**config.mk**
```make
export PLATFORM = sky130hd
export DESIGN_NAME = alu_arbiter
export DESIGN_NICKNAME = d
export VERILOG_FILES = /design/src/rtl/alu_arbiter_pkg.sv /design/src/rtl/alu_arbiter_alu8.sv /design/src/rtl/alu_arbiter.sv
export SDC_FILE = /design/constraint.sdc
export NUM_CORES = 1
export LEC_CHECK = 0
export CORE_ASPECT_RATIO = 0.8
export CORE_MARGIN = 8
export CORE_UTILIZATION = 40
export CTS_CLUSTER_DIAMETER = 120
export DETAILED_ROUTE_END_ITERATION = 16
export SKIP_CTS_REPAIR_TIMING = 1
export SYNTH_ARGS = -nofsm -noshare
export SYNTH_HDL_FRONTEND = slang
export SYNTH_SLANG_ARGS = --single-unit
```
**constraint.sdc**
```tcl
create_clock -name CLK -period 3.76 [get_ports CLK]
set_clock_uncertainty 0.1 [all_clocks]
set_input_delay 0.376 -clock CLK [delete_from_list [all_inputs] [get_ports CLK]]
set_output_delay 0.376 -clock CLK [all_outputs]
set_load 0.01 [all_outputs]
```
**src/rtl/alu_arbiter_pkg.sv**
```systemverilog
// alu_arbiter_pkg: shared opcodes, FSM states and widths for the shared-ALU arbiter.
package alu_arbiter_pkg;
   localparam int DATA_W = 8;
   typedef enum logic [2:0] {
      OP_FWD = 3'b000,
      OP_ADD = 3'b001,
      OP_AND = 3'b010,
      OP_OR  = 3'b011,
      OP_SUB = 3'b100
   } op_e;
   typedef enum logic [1:0] {
      S_IDLE = 2'd0,
      S_EXEC = 2'd1,
      S_RESP = 2'd2
   } state_e;
endpackage

```
**src/rtl/alu_arbiter_alu8.sv**
```systemverilog
// alu8: combinational 8-bit opcode decoder over FORWARD/ADD/AND/OR/SUB units.
// Reserved opcodes yield a zero result and raise err.
module alu8
   import alu_arbiter_pkg::*;
(
   input  logic [2:0]        op,
   input  logic [DATA_W-1:0] a,
   input  logic [DATA_W-1:0] b,
   output logic [DATA_W-1:0] result,
   output logic              err
);
   always_comb begin
      err    = op > OP_SUB;
      result = op == OP_FWD ? b :
               op == OP_ADD ? a + b :
               op == OP_AND ? a & b :
               op == OP_OR  ? a | b :
               op == OP_SUB ? a - b : '0;
   end
endmodule

```
**src/rtl/alu_arbiter.sv**
```systemverilog
// alu_arbiter: round-robin valid/ready front end that time-shares one alu8,
// holding operands ALU_WAIT cycles before registering a tagged response.
module alu_arbiter
   import alu_arbiter_pkg::*;
#(
   parameter int ALU_WAIT = 2
) (
   input  logic              CLK,
   input  logic              RESETN,
   input  logic [1:0]        REQ_VALID,
   output logic [1:0]        REQ_READY,
   input  logic [2:0]        REQ_OP0,
   input  logic [2:0]        REQ_OP1,
   input  logic [DATA_W-1:0] REQ_A0,
   input  logic [DATA_W-1:0] REQ_A1,
   input  logic [DATA_W-1:0] REQ_B0,
   input  logic [DATA_W-1:0] REQ_B1,
   output logic              RSP_VALID,
   input  logic              RSP_READY,
   output logic              RSP_ID,
   output logic [DATA_W-1:0] RSP_RESULT,
   output logic              RSP_ZERO,
   output logic              RSP_ERR
);
   state_e            state, next;
   logic              last, grant, accept, done;
   logic [3:0]        cnt;
   logic [2:0]        hold_op;
   logic [DATA_W-1:0] hold_a, hold_b, alu_res;
   logic              hold_id, alu_err;

   always_ff @(posedge CLK or negedge RESETN)
      if (!RESETN) state <= S_IDLE;
      else state <= next;

   always_comb begin
      done = state == S_EXEC && cnt == 4'(ALU_WAIT - 1);
      next = state == S_IDLE ? (|REQ_VALID ? S_EXEC : S_IDLE) :
             state == S_EXEC ? (done ? S_RESP : S_EXEC) :
             state == S_RESP ? (RSP_VALID && RSP_READY ? S_IDLE : S_RESP) : S_IDLE;
   end

   // Single valid requester wins outright; a tie goes to whoever did not win last.
   always_comb begin
      grant     = REQ_VALID == 2'b10 ? 1'b1 : REQ_VALID == 2'b01 ? 1'b0 : ~last;
      accept    = state == S_IDLE && |REQ_VALID;
      REQ_READY = accept ? (grant ? 2'b10 : 2'b01) : 2'b00;
   end

   always_ff @(posedge CLK or negedge RESETN)
      if (!RESETN) begin
         last    <= 1'b1;
         cnt     <= '0;
         hold_op <= '0;
         hold_a  <= '0;
         hold_b  <= '0;
         hold_id <= 1'b0;
      end else begin
         cnt <= state == S_EXEC && !done ? cnt + 4'd1 : 4'd0;
         if (accept) begin
            last    <= grant;
            hold_id <= grant;
            hold_op <= grant ? REQ_OP1 : REQ_OP0;
            hold_a  <= grant ? REQ_A1 : REQ_A0;
            hold_b  <= grant ? REQ_B1 : REQ_B0;
         end
      end

   alu8 u_alu (
      .op     (hold_op),
      .a      (hold_a),
      .b      (hold_b),
      .result (alu_res),
      .err    (alu_err)
   );

   // Response fields only change when a new result lands, so they hold through backpressure.
   always_ff @(posedge CLK or negedge RESETN)
      if (!RESETN) begin
         RSP_VALID  <= 1'b0;
         RSP_ID     <= 1'b0;
         RSP_RESULT <= '0;
         RSP_ZERO   <= 1'b0;
         RSP_ERR    <= 1'b0;
      end else if (done) begin
         RSP_VALID  <= 1'b1;
         RSP_ID     <= hold_id;
         RSP_RESULT <= alu_res;
         RSP_ZERO   <= alu_res == '0;
         RSP_ERR    <= alu_err;
      end else if (RSP_VALID && RSP_READY) begin
         RSP_VALID <= 1'b0;
      end
endmodule

```
==> summary.md <==
| Metric | Value |
|---|---|
| Status | `completed` |
| VDD IR-drop max | `0.3211 mV` |
| Worst-path clk slew | `0.08 ns` |
| Most frequent cell after synthesis | `inv_1` |
| Final Setup Violations | `0` |
| Synthesized cell area | `2818 um^2` |
| Layout Nets | `between 400 and 500` |
| Max Root-Sink Buffers | `2` |
| Via count of the first global-routing pass | `2446` |
| Wirelength, routed | `about 7.3 mm` |
| Num rows | `27` |
| Synth unique cells | `59` |
| Mapped Nets | `about 370` |
| Adder-cell share of the synthesized area | `roughly 13%` |
| Drt first-iter violations | `~140` |
| Clk sink count | `39` |
| RSZ-0062 raised after global routing | `false` |
| Worst Path Arrival | `2.66 ns` |
| Mapped Cells | `roughly 300` |
| Largest cells by area after synthesis | `dfrtp_1 34%, ha_1 11%, a222oi_1 6.7%, inv_1 5.7%, nand2_1 3.3%` |
| Critical Path RT | `3.86 ns` |
| Max-Slew Margin vs Limit | `between 40 and 50%` |
| Main combinational cell family by area after synthesis | `compound AO/OA/AOI/OAI gates` |
| IO Pins | `between 50 and 60` |
| Post-synthesis async set-or-reset flop share | `100.0%` |
| Final Cycle Share | `68.21%` |
| Gr ovfl total | `0` |
| Static leakage | `1.615 nW` |
| Worst skew pair latency | `between 0.2 and 0.3 ns` |
| Xor and xnor area share after synthesis | `3.108%` |
| CTS buffer count | `5` |
| Vias | `approximately 2300` |
| Post-synth top area share | `between 30 and 40%` |
| Core region area | `between 6000 and 7000 um^2` |
| Area Overhead vs Synth | `23.85%` |
| DR pass1 iterations | `5` |
| Number of max-cap violations | `0` |
| CP startpoint kind | `flip-flop` |
| First-pass GRT wire length | `12.34 mm` |
| Routability cong. | `0.8895` |
| Crit path kind | `reg2reg` |
| Worst-margin pin slew | `between 0.8 and 0.9 ns` |
| Die Y-Extent | `approximately 91 um` |
| Yosys top cell by area | `dfrtp_1` |
| Share of layout cells above drive strength 1 | `approximately a tenth` |
| F_max | `about 390 MHz` |
| ANT cells | `0` |
| CTS Root Buffer Type | `clkbuf_8` |
| #FFs+latches synth | `39` |
| Power density over the cells | `around 950 nW/um^2` |
| Max Transition Viols Final | `0` |
| Number of synthesized flops with an enable pin | `0` |
| Die width | `109.8 um` |
| Syn Area/Cell | `between 9 and 10 um^2` |
| Detail Placement HPWL | `just under 6 mm` |
| TNS Setup | `0 ns` |
| Part of the Yosys area used for sequential elements | `around a third` |
| Total design power | `about 3.3 mW` |
| H-tree depth | `2` |
| Crit path time final | `between 2 and 3 ns` |
| GRT Total Usage | `15.37%` |
| Post-route DRC | `0` |
| Via/cell ratio | `5.381` |
| Initial antenna violation count | `0` |
| Full die area | `10000 um^2` |
| Largest net degree at the start of global routing | `40` |
| Starting Density | `about two fifths` |
| Worst min path class | `in2async` |
| Final ANT Viol Nets | `0` |
| Drt wl/cell | `around 17 um` |
| Fin. Hold Viols | `0` |
| Top fanout value on the critical path | `5` |
| Compound-Gate Fraction of Synth Area | `about 22%` |
| Synth warn | `0` |
| Most instantiated cells after synthesis | `43 x inv_1, 38 x dfrtp_1, 25 x ha_1, 25 x nand2_1, 19 x a222oi_1` |
| TritonCTS clock tree | `done` |
| IO buf count | `between 50 and 60` |
| Ys flop type | `dfrtp_1` |
| Post-Synth Simple-Gate Area | `between 10% and 20%` |
| Post-synthesis mux area share | `about 4.6%` |
| CP endpoint kind | `flip-flop` |
==> cells by family after synthesis <==
family                   Yosys count
flip-flops                        39
buffers and inverters             63
AND/OR/NAND/NOR                   74
adder cells (fa/ha/maj)           27
multiplexers                      11
XOR/XNOR                          10
AO/OA/AOI/OAI                     75
==> stage by stage <==
stage / cell area [um^2] / hold WS [ns] / instances / util, % / setup WS [ns]
floorplan: 2818 / -0.01959 / 299 / - / 1.474
global placement: 3405 / 0.3591 / 428 / 49.64 / 1.263
detailed placement: 3405 / 0.3653 / 428 / 49.64 / 1.218
CTS: 3490 / 0.1197 / 436 / 50.88 / 1.202
global route: 3490 / 0.1671 / 436 / 50.88 / 0.9763
finish: 3490 / 0.09337 / 436 / 50.88 / 1.195
==> registers in the layout, indices dropped and copies added (netlist names), 2 cells and up <==
name,count
RSP_RESULT,8
cnt,4
hold_a,8
hold_b,8
hold_op,3
state,2
==> layout make-up <==
cell class                      count  area (um^2)
Multi-Input combinational cell    197         1568
Tap cell                           87        108.9
Clock inverter                      2        12.51
Sequential cell                    39        977.2
Clock buffer                        6        72.57
Timing Repair Buffer               59        578.1
Fill cell                         642         3368
Inverter                           46        172.7
==> placed cells by master, fill, tap and decap left out, drive strengths merged, types with 3 or more instances in the layout <==
| cell | instances |
|---|---|
| a211oi | 4 |
| a21o | 5 |
| a21oi | 9 |
| a221oi | 4 |
| a222oi | 19 |
| and2 | 3 |
| buf | 4 |
| clkbuf | 6 |
| clkdlybuf4s50 | 55 |
| dfrtp | 38 |
| ha | 25 |
| inv | 46 |
| mux2 | 6 |
| mux2i | 4 |
| nand2 | 25 |
| nand3 | 5 |
| nor2 | 17 |
| nor2b | 7 |
| nor3 | 4 |
| nor4 | 3 |
| o21ai | 12 |
| o22ai | 3 |
| o31ai | 3 |
| xnor2 | 10 |
==> worst max-delay path, stage by stage (launching register included) <==
cell,delay [ns]
dfrtp_1,0.42
ha_1,0.24
fa_1,0.44
xnor2_1,0.18
a21oi_1,0.10
a2111oi_2,0.43
nor2b_1,0.19
o2111ai_1,0.15
o41ai_2,0.23
==> report_power, final <==
part | switching, mW | internal [mW] | leakage, nW | total, mW
combinational | 1.16 | 0.984 | 1.08 | 2.15
sequential | 0.262 | 0.611 | 0.489 | 0.874
clock | 0.152 | 0.130 | 0.0412 | 0.281
==> routing by layer <==
metal  up-vias  GRT usage [%]  part of all wire (%)
met5         -              0                     0
met4         0          4.153                  0.65
met3         4          3.319                   5.5
met2        60          21.93                    43
met1      1119          22.53                    51
li1       1163              -                     -
==> worst paths after layout <==
path	start	slack (ns)	endpoint	cells past startpoint
setup / recovery	hold_b[0]$_DFFE_PN0P_	1.20	RSP_ZERO$_DFFE_PN0P_	8
hold / removal	RESETN	0.09	state[1]$_DFF_PN0_	1
setup reg to reg	hold_b[0]$_DFFE_PN0P_	1.20	RSP_ZERO$_DFFE_PN0P_	8
hold reg to reg	hold_id$_DFFE_PN0P_	0.38	hold_id$_DFFE_PN0P_	1
max in group asynchronous	RESETN	2.92	hold_b[1]$_DFFE_PN0P_	1
min in group CLK	hold_id$_DFFE_PN0P_	0.38	hold_id$_DFFE_PN0P_	1
No activity file was read; power rests on OpenSTA's default activity.
